## src/rtl/csi2_pkt_parser_if.sv

```systemverilog
// Word stream from the DPHY slave into the packet parser.
interface csi2_pkt_parser_if;
    logic [31:0] data_i;
    logic        valid_i;

    modport master (output data_i, valid_i);
    modport slave  (input  data_i, valid_i);
endinterface

```

## src/rtl/csi2_pkt_parser.sv

```systemverilog
// CSI-2 packet parser: header decode/ECC check, short-packet events,
// long-packet payload beats, CRC capture and end-of-packet resync pulse.
module csi2_pkt_parser #(
    parameter int unsigned EOP_HOLDOFF = 4,
    parameter bit          ECC_CHECK   = 1'b1
) (
    input  logic                    byte_clk,
    input  logic                    clk_loss_rst_d2,
    csi2_pkt_parser_if.slave        dphy,
    output logic                    sp_valid_o,
    output logic [5:0]              sp_dt_o,
    output logic [1:0]              sp_vc_o,
    output logic [15:0]             sp_data_o,
    output logic [5:0]              lp_dt_o,
    output logic [1:0]              lp_vc_o,
    output logic [31:0]             pkt_data_o,
    output logic [3:0]              pkt_be_o,
    output logic                    pkt_valid_o,
    output logic                    pkt_sop_o,
    output logic                    pkt_eop_o,
    output logic [15:0]             crc_o,
    output logic                    crc_valid_o,
    output logic                    ecc_err_o,
    output logic                    eop_o
);

    localparam int unsigned WC_W   = 16;
    localparam int unsigned REM_W  = WC_W + 1;
    localparam int unsigned HOLD_W = (EOP_HOLDOFF > 1) ? $clog2(EOP_HOLDOFF) : 1;
    localparam logic [HOLD_W-1:0] HOLD_LOAD = HOLD_W'(EOP_HOLDOFF - 1);

    typedef enum logic [1:0] {S_IDLE, S_PAYLOAD, S_CRC_TAIL, S_HOLDOFF} state_t;

    typedef struct packed {
        logic [7:0]  ecc;
        logic [15:0] wc;
        logic [1:0]  vc;
        logic [5:0]  dt;
    } hdr_t;

    // CSI-2 v1 Hamming parity, one row mask per ECC bit
    function automatic logic [5:0] calc_ecc(input logic [23:0] d);
        logic [5:0] e;
        e[0] = ^(d & 24'hF12CB7);
        e[1] = ^(d & 24'hF2555B);
        e[2] = ^(d & 24'h749A6D);
        e[3] = ^(d & 24'hB8E38E);
        e[4] = ^(d & 24'hDF03F0);
        e[5] = ^(d & 24'hEFFC00);
        return e;
    endfunction

    state_t             state, state_d;
    hdr_t               hdr;
    logic               ecc_bad;
    logic               hdr_short;
    logic [REM_W-1:0]   rem_q, rem_d, bytes_left;
    logic               sop_pend_q, sop_pend_d;
    logic [7:0]         crc_lo_q, crc_lo_d;
    logic [HOLD_W-1:0]  hold_q, hold_d;

    logic               sp_valid_d, pkt_valid_d, pkt_sop_d, pkt_eop_d;
    logic               crc_valid_d, ecc_err_d, eop_d;
    logic [5:0]         sp_dt_d, lp_dt_d;
    logic [1:0]         sp_vc_d, lp_vc_d;
    logic [15:0]        sp_data_d, crc_d;
    logic [31:0]        pkt_data_d;
    logic [3:0]         pkt_be_d;

    assign hdr        = hdr_t'(dphy.data_i);
    assign ecc_bad    = (hdr.ecc[5:0] != calc_ecc(dphy.data_i[23:0])) || (hdr.ecc[7:6] != 2'b00);
    assign hdr_short  = (hdr.dt <= 6'h0F);
    assign bytes_left = rem_q - REM_W'(2);

    // State register
    always_ff @(posedge byte_clk or posedge clk_loss_rst_d2) begin
        if (clk_loss_rst_d2) state <= S_IDLE;
        else                 state <= state_d;
    end

    // Next-state decode
    always_comb begin
        state_d = state;
        unique case (state)
            S_IDLE: begin
                if (dphy.valid_i) begin
                    if ((ecc_bad && ECC_CHECK) || hdr_short) state_d = S_HOLDOFF;
                    else                                     state_d = S_PAYLOAD;
                end
            end
            S_PAYLOAD: begin
                if (dphy.valid_i) begin
                    if (bytes_left == REM_W'(3))     state_d = S_CRC_TAIL;
                    else if (bytes_left < REM_W'(4)) state_d = S_HOLDOFF;
                end
            end
            S_CRC_TAIL: if (dphy.valid_i) state_d = S_HOLDOFF;
            S_HOLDOFF:  if (hold_q == '0) state_d = S_IDLE;
            default:    state_d = S_IDLE;
        endcase
    end

    // Next values of outputs and datapath registers
    always_comb begin
        sp_valid_d  = 1'b0;
        pkt_valid_d = 1'b0;
        pkt_sop_d   = 1'b0;
        pkt_eop_d   = 1'b0;
        pkt_be_d    = 4'b0000;
        crc_valid_d = 1'b0;
        ecc_err_d   = 1'b0;
        eop_d       = 1'b0;
        sp_dt_d     = sp_dt_o;
        sp_vc_d     = sp_vc_o;
        sp_data_d   = sp_data_o;
        lp_dt_d     = lp_dt_o;
        lp_vc_d     = lp_vc_o;
        pkt_data_d  = pkt_data_o;
        crc_d       = crc_o;
        rem_d       = rem_q;
        sop_pend_d  = sop_pend_q;
        crc_lo_d    = crc_lo_q;
        hold_d      = hold_q;
        unique case (state)
            S_IDLE: begin
                if (dphy.valid_i) begin
                    ecc_err_d = ecc_bad;
                    if ((ecc_bad && ECC_CHECK) || hdr_short) begin
                        eop_d  = 1'b1;
                        hold_d = HOLD_LOAD;
                        if (!(ecc_bad && ECC_CHECK)) begin
                            sp_valid_d = 1'b1;
                            sp_dt_d    = hdr.dt;
                            sp_vc_d    = hdr.vc;
                            sp_data_d  = hdr.wc;
                        end
                    end else begin
                        lp_dt_d    = hdr.dt;
                        lp_vc_d    = hdr.vc;
                        rem_d      = REM_W'(hdr.wc) + REM_W'(2);
                        sop_pend_d = 1'b1;
                    end
                end
            end
            S_PAYLOAD: begin
                if (dphy.valid_i) begin
                    if (bytes_left >= REM_W'(4)) begin
                        pkt_valid_d = 1'b1;
                        pkt_data_d  = dphy.data_i;
                        pkt_be_d    = 4'b1111;
                        pkt_sop_d   = sop_pend_q;
                        pkt_eop_d   = (bytes_left == REM_W'(4));
                        sop_pend_d  = 1'b0;
                        rem_d       = rem_q - REM_W'(4);
                    end else begin
                        // Tail word: remaining payload bytes, then the CRC in the upper lanes
                        if (bytes_left != '0) begin
                            pkt_valid_d = 1'b1;
                            pkt_data_d  = dphy.data_i;
                            pkt_sop_d   = sop_pend_q;
                            pkt_eop_d   = 1'b1;
                            sop_pend_d  = 1'b0;
                        end
                        unique case (bytes_left[1:0])
                            2'd1:    begin pkt_be_d = 4'b0001; crc_d = dphy.data_i[23:8];  end
                            2'd2:    begin pkt_be_d = 4'b0011; crc_d = dphy.data_i[31:16]; end
                            2'd3:    begin pkt_be_d = 4'b0111; crc_lo_d = dphy.data_i[31:24]; end
                            default: begin crc_d = dphy.data_i[15:0]; end
                        endcase
                        if (bytes_left[1:0] != 2'd3) begin
                            crc_valid_d = 1'b1;
                            eop_d       = 1'b1;
                            hold_d      = HOLD_LOAD;
                        end
                    end
                end
            end
            S_CRC_TAIL: begin
                if (dphy.valid_i) begin
                    crc_d       = {dphy.data_i[7:0], crc_lo_q};
                    crc_valid_d = 1'b1;
                    eop_d       = 1'b1;
                    hold_d      = HOLD_LOAD;
                end
            end
            S_HOLDOFF: begin
                if (hold_q != '0) hold_d = hold_q - HOLD_W'(1);
            end
            default: ;
        endcase
    end

    // Output and datapath registers
    always_ff @(posedge byte_clk or posedge clk_loss_rst_d2) begin
        if (clk_loss_rst_d2) begin
            sp_valid_o  <= 1'b0;
            sp_dt_o     <= '0;
            sp_vc_o     <= '0;
            sp_data_o   <= '0;
            lp_dt_o     <= '0;
            lp_vc_o     <= '0;
            pkt_data_o  <= '0;
            pkt_be_o    <= '0;
            pkt_valid_o <= 1'b0;
            pkt_sop_o   <= 1'b0;
            pkt_eop_o   <= 1'b0;
            crc_o       <= '0;
            crc_valid_o <= 1'b0;
            ecc_err_o   <= 1'b0;
            eop_o       <= 1'b0;
            rem_q       <= '0;
            sop_pend_q  <= 1'b0;
            crc_lo_q    <= '0;
            hold_q      <= '0;
        end else begin
            sp_valid_o  <= sp_valid_d;
            sp_dt_o     <= sp_dt_d;
            sp_vc_o     <= sp_vc_d;
            sp_data_o   <= sp_data_d;
            lp_dt_o     <= lp_dt_d;
            lp_vc_o     <= lp_vc_d;
            pkt_data_o  <= pkt_data_d;
            pkt_be_o    <= pkt_be_d;
            pkt_valid_o <= pkt_valid_d;
            pkt_sop_o   <= pkt_sop_d;
            pkt_eop_o   <= pkt_eop_d;
            crc_o       <= crc_d;
            crc_valid_o <= crc_valid_d;
            ecc_err_o   <= ecc_err_d;
            eop_o       <= eop_d;
            rem_q       <= rem_d;
            sop_pend_q  <= sop_pend_d;
            crc_lo_q    <= crc_lo_d;
            hold_q      <= hold_d;
        end
    end

endmodule
```

## src/flat_wrapper.sv

```systemverilog
// flat-port wrapper written by rule: the top's interface ports become plain ports
module csi2_pkt_parser_flat 
#(
    parameter int unsigned EOP_HOLDOFF = 4,
    parameter bit          ECC_CHECK   = 1'b1
)
  (byte_clk, clk_loss_rst_d2, sp_valid_o, sp_dt_o, sp_vc_o, sp_data_o, lp_dt_o, lp_vc_o, pkt_data_o, pkt_be_o, pkt_valid_o, pkt_sop_o, pkt_eop_o, crc_o, crc_valid_o, ecc_err_o, eop_o, dphy_data_i, dphy_valid_i);
  csi2_pkt_parser_if dphy_i ();
  input  logic byte_clk;
  input  logic clk_loss_rst_d2;
  output logic sp_valid_o;
  output logic [5:0] sp_dt_o;
  output logic [1:0] sp_vc_o;
  output logic [15:0] sp_data_o;
  output logic [5:0] lp_dt_o;
  output logic [1:0] lp_vc_o;
  output logic [31:0] pkt_data_o;
  output logic [3:0] pkt_be_o;
  output logic pkt_valid_o;
  output logic pkt_sop_o;
  output logic pkt_eop_o;
  output logic [15:0] crc_o;
  output logic crc_valid_o;
  output logic ecc_err_o;
  output logic eop_o;
  input wire logic [$bits(dphy_i.data_i)-1:0] dphy_data_i;
  input wire logic [$bits(dphy_i.valid_i)-1:0] dphy_valid_i;
  assign dphy_i.data_i = dphy_data_i;
  assign dphy_i.valid_i = dphy_valid_i;
  csi2_pkt_parser #(.EOP_HOLDOFF(EOP_HOLDOFF), .ECC_CHECK(ECC_CHECK)) u_core (.byte_clk(byte_clk), .clk_loss_rst_d2(clk_loss_rst_d2), .dphy(dphy_i), .sp_valid_o(sp_valid_o), .sp_dt_o(sp_dt_o), .sp_vc_o(sp_vc_o), .sp_data_o(sp_data_o), .lp_dt_o(lp_dt_o), .lp_vc_o(lp_vc_o), .pkt_data_o(pkt_data_o), .pkt_be_o(pkt_be_o), .pkt_valid_o(pkt_valid_o), .pkt_sop_o(pkt_sop_o), .pkt_eop_o(pkt_eop_o), .crc_o(crc_o), .crc_valid_o(crc_valid_o), .ecc_err_o(ecc_err_o), .eop_o(eop_o));
endmodule
```

## config.mk

```make
export PLATFORM = sky130hd
export DESIGN_NAME = csi2_pkt_parser_flat
export DESIGN_NICKNAME = d
export VERILOG_FILES = /design/src/rtl/csi2_pkt_parser_if.sv /design/src/rtl/csi2_pkt_parser.sv /design/src/flat_wrapper.sv
export SDC_FILE = /design/constraint.sdc
export NUM_CORES = 1
export LEC_CHECK = 0
export BUFFER_PORTS_ARGS = -buffer_cell sky130_fd_sc_hd__buf_4
export CORE_MARGIN = 4
export CORE_UTILIZATION = 56
export CTS_CLUSTER_DIAMETER = 50
export CTS_CLUSTER_SIZE = 24
export DETAILED_ROUTE_END_ITERATION = 10
export GPL_TIMING_DRIVEN = 0
export HOLD_SLACK_MARGIN = 0.12
export PLACE_DENSITY = 0.85
export SETUP_SLACK_MARGIN = 0.1
export SLEW_MARGIN = 5
export SYNTH_ARGS = -nofsm -noshare
export SYNTH_HDL_FRONTEND = slang
export SYNTH_SLANG_ARGS = --single-unit
```

## constraint.sdc

```tcl
create_clock -name byte_clk -period 3.8 [get_ports byte_clk]
set_input_delay 0 -clock byte_clk [delete_from_list [all_inputs] [get_ports byte_clk]]
set_output_delay 0 -clock byte_clk [all_outputs]
set_load 0.02 [all_outputs]
```

==> impl_metrics.csv <==
group,metric,value,unit
outcome,status,"finished, final reports clean",
global_route,initial_antenna_violation_count,0,
sta,finish_stage_setup_viols,0,
critical_path,arrival,3790,ps
logic_synthesis,ys_dominant_reg_cell,"sky130_fd_sc_hd__dfrtp_1",
sta,finClkSkew,12.4,ps
critical_path,cpMaxStageDelayCell,"sky130_fd_sc_hd__or3b_4",
cts,cts_tree,"yes",
cts,clkSinkCount,121,
critical_path,critical_path.n_buffers_inverters,2,
placement,place_worst_setup_slack,421,ps
logic_synthesis,yosysMostFrequentCell,"sky130_fd_sc_hd__dfrtp_1",
logic_synthesis,number_of_nets_in_the_synthesized_netlist,687,
finish,final_nets,846,
logic_synthesis,synth_top_area_cell,"sky130_fd_sc_hd__dfrtp_1",
finish,flow.area_growth_from_synthesis,28.3,%
detailed_routing,via_per_inst,6.02,
die,core-area,11600,um2
logic_synthesis,synth_common_cells,"sky130_fd_sc_hd__dfrtp_1, sky130_fd_sc_hd__mux2_2, sky130_fd_sc_hd__nor2_1, sky130_fd_sc_hd__nand2_1, sky130_fd_sc_hd__xnor2_1",
critical_path,setup.worst_path.class,"register to register",
power,leakage,3.97,nW
placement,place.gp.congestion,0.959,
die,fp-row-count,39,
logic_synthesis,synth_edf_count,0,
die,die-height,118,um
logic_synthesis,cells_taking_the_most_area_after_synthesis,"sky130_fd_sc_hd__dfrtp_1, sky130_fd_sc_hd__mux2_2, sky130_fd_sc_hd__xnor2_1",
cts,cts.reportedPaths.clkPinSlew,50,ps
finish,antenna_cells_inserted,0,
logic_synthesis,postSynthCellCount,631,
finish,layout.filler_cells,757,
die,die_area,13900,um2
logic_synthesis,synth_top_area_share,44.9,%
power,power,6.65,mW
critical_path,critical_path_peak_fanout,10,
critical_path,critical-path-max-stage-delay,430,ps
sta,slew_viol_final,0,
detailed_routing,wl,19300,um
sta,timing.final.crit_share,92.1,%
cts,clockBufferDepth,2,
critical_path,cp-start-kind,"register",
placement,hpwl_detailed,13600,um
critical_path,worstPathCellList,"inv_1, ha_1, or3b_4, o22ai_1, a21boi_0, nor3_1, nor4_4, and3_1, nor2_2, buf_2, mux2_2",
logic_synthesis,synth.yosys.seq_area_share,44.9,%
detailed_routing,detail_route.drc_violations,0,
detailed_routing,drt.antenna.violating_nets,0,
power,power_density,770,nW/um2
finish,post-route-util,74.4,%
sta,slew_headroom,59.6,%
cts,cts.repair_timing.setup_buffer_count,0,
detailed_routing,drt_iter0_markers,606,
power,ir_worst_vdd,0.000595,V
logic_synthesis,yosys_warnings,0,
die,effective_utilization_at_floorplan,58.0,%
cts,clock-root-buffer,"sky130_fd_sc_hd__clkbuf_16",
die,i_o_pins,126,
global_route,grt_start_max_net_pins,69,
detailed_routing,vias,5686,
logic_synthesis,synth.avg_cell_area,10.7,um2
finish,drive_gt1_share,33.7,%
logic_synthesis,synthesis.area,6740,um2
sta,timing.final.ws_setup,301,ps
detailed_routing,detailedRoute.firstPassIterationCount,6,
flow_run,maxCapViolCount,0,
sta,timing_hold_violations_final,0,
placement,count_of_port_buffers_added_during_placement,117,
die,die_w,118,um
detailed_routing,detail_route.wl_per_cell,20.5,um
global_route,grt-ovfl-total,0,
cts,tritoncts_buffer_count,17,
hold_path,holdCritPathClass,"primary input to register",
global_route,groute.usage.overall,28.4,%
logic_synthesis,ys_async_sr_fraction,100,%
critical_path,critical_path.top_delay_family,"simple AND/OR/NAND/NOR gates",
sta,fmax,286,MHz
logic_synthesis,synth.ff_latch_count,121,
sta,rsz0062_at_grt,"no",
critical_path,critPathRequiredTime,4090,ps
global_route,grt_pass1_vias,6040,
cts,clkLatencyLatePin,410,ps
sta,period_minus_slack,3500,ps
critical_path,setup.worst_path.end_class,"register",
global_route,grt_pass1_wl,31200,um
sta,worstMarginPinSlew,606,ps
cts,cts_repair_resize_count,0,
logic_synthesis,post_synth_num_cell_types,68,
cts,h-tree-depth,4,
[what timing repair did]
action,in CTS,in global routing
endpoints found under the hold margin,177,0
endpoints found under the setup margin,0,0
hold buffers,22,0
[logic make-up (layout without fill, tap and decap cells)]
logic type / count (synthesis) / count (layout) / synth area share, %
DFF: 121 / 121 / 44.9
xor gates and xnor gates: 63 / 63 / 8.61
AOI/OAI and AO/OA: 117 / 117 / 11.3
adders and majority gates: 21 / 21 / 3.90
and+or+nand+nor: 147 / 147 / 11.0
muxes: 93 / 93 / 15.9
buffers and inverters: 69 / 239 / 4.33
[cell usage in the layout, fill, tap and decap left out, types with 2 or more instances in the layout]
| cell | instances |
|---|---|
| sky130_fd_sc_hd__buf_4 | 118 |
| sky130_fd_sc_hd__xor2_1 | 19 |
| sky130_fd_sc_hd__nor3_2 | 2 |
| sky130_fd_sc_hd__dlygate4sd3_1 | 22 |
| sky130_fd_sc_hd__a31oi_1 | 2 |
| sky130_fd_sc_hd__xnor2_1 | 41 |
| sky130_fd_sc_hd__mux2_4 | 8 |
| sky130_fd_sc_hd__dfrtp_1 | 121 |
| sky130_fd_sc_hd__nor3_1 | 10 |
| sky130_fd_sc_hd__and3_1 | 5 |
| sky130_fd_sc_hd__buf_2 | 17 |
| sky130_fd_sc_hd__nand2_1 | 44 |
| sky130_fd_sc_hd__or3_1 | 6 |
| sky130_fd_sc_hd__clkbuf_8 | 3 |
| sky130_fd_sc_hd__mux2_2 | 78 |
| sky130_fd_sc_hd__o221ai_1 | 2 |
| sky130_fd_sc_hd__nor2_1 | 45 |
| sky130_fd_sc_hd__clkinv_2 | 3 |
| sky130_fd_sc_hd__bufinv_16 | 3 |
| sky130_fd_sc_hd__a221oi_1 | 2 |
| sky130_fd_sc_hd__mux2_1 | 4 |
| sky130_fd_sc_hd__clkbuf_1 | 33 |
| sky130_fd_sc_hd__a21oi_1 | 30 |
| sky130_fd_sc_hd__o22ai_1 | 3 |
| sky130_fd_sc_hd__a22oi_1 | 17 |
| sky130_fd_sc_hd__or4_1 | 2 |
| sky130_fd_sc_hd__inv_1 | 18 |
| sky130_fd_sc_hd__nor3b_1 | 2 |
| sky130_fd_sc_hd__o211ai_1 | 4 |
| sky130_fd_sc_hd__clkinvlp_4 | 2 |
| sky130_fd_sc_hd__a311oi_1 | 5 |
| sky130_fd_sc_hd__o21ai_0 | 28 |
| sky130_fd_sc_hd__nand3_1 | 9 |
| sky130_fd_sc_hd__clkbuf_16 | 17 |
| sky130_fd_sc_hd__nand2b_1 | 6 |
| sky130_fd_sc_hd__a21boi_0 | 2 |
| sky130_fd_sc_hd__a211oi_1 | 6 |
| sky130_fd_sc_hd__mux2i_1 | 3 |
| sky130_fd_sc_hd__ha_1 | 21 |
| sky130_fd_sc_hd__nor4_1 | 2 |
[metal layers]
metal / track usage [%] / wire length, um / up-vias
li1: - / - / 2531
met1: 33.8 / 7310 / 2781
met2: 48.0 / 9780 / 311
met3: 6.92 / 1540 / 63
met4: 14.3 / 678 / 0
met5: 0 / 0 / -
[state kept, by name, indices dropped and copies added (netlist names), 2 cells and up]
register and cells:
u_core.sp_data_o 16, u_core.state 2, u_core.pkt_be_o 4, u_core.crc_o 16, u_core.lp_dt_o 6, u_core.rem_q 17
u_core.crc_lo_q 8, u_core.sp_vc_o 2, u_core.hold_q 2, u_core.pkt_data_o 32, u_core.sp_dt_o 6, u_core.lp_vc_o 2
[where the power goes]
part	internal [mW]	switching, mW
Combinational	1.34	1.73
Clock	1.07	0.547
Sequential	1.68	0.288
[layout make-up]
cell class,instances,area (um2),area share [%]
Timing Repair Buffer,140,1130,13.0
Buffer,50,220,2.55
Tap cell,143,179,2.07
Multi-Input combinational cell,441,3420,39.6
Sequential cell,121,3030,35.0
Clock buffer,22,474,5.49
Inverter,19,76.3,0.883
Clock inverter,8,120,1.39
[through the flow]
step           instance area (um2)  TNS (ps)  hold WS [ps]  instances
3_5_place_dp                  7830         0          79.6        892
2_1_floorplan                 6740         0           132        631
6_report                      8640         0           150        944
3_3_place_gp                  7800    -60630           280        891
4_1_cts                       8640         0           128        944
5_1_grt                       8640         0           154        944
[final timing paths]
path,startpoint,endpoint,cells after the start,slack [ps]
setup / recovery,u_core.rem_q[2]$_DFFE_PP0P_,u_core.pkt_data_o[16]$_DFFE_PP0P_,11,300
hold / removal,dphy_data_i[3],u_core.pkt_data_o[3]$_DFFE_PP0P_,2,150
setup reg to reg,u_core.rem_q[2]$_DFFE_PP0P_,u_core.pkt_data_o[16]$_DFFE_PP0P_,11,300
hold reg to reg,u_core.sp_dt_o[5]$_DFFE_PP0P_,u_core.sp_dt_o[5]$_DFFE_PP0P_,2,500
max in group asynchronous,clk_loss_rst_d2,u_core.crc_o[0]$_DFFE_PP0P_,4,2910
min in group asynchronous,clk_loss_rst_d2,u_core.sp_data_o[7]$_DFFE_PP0P_,3,190
(Power assumes the default switching activity.)
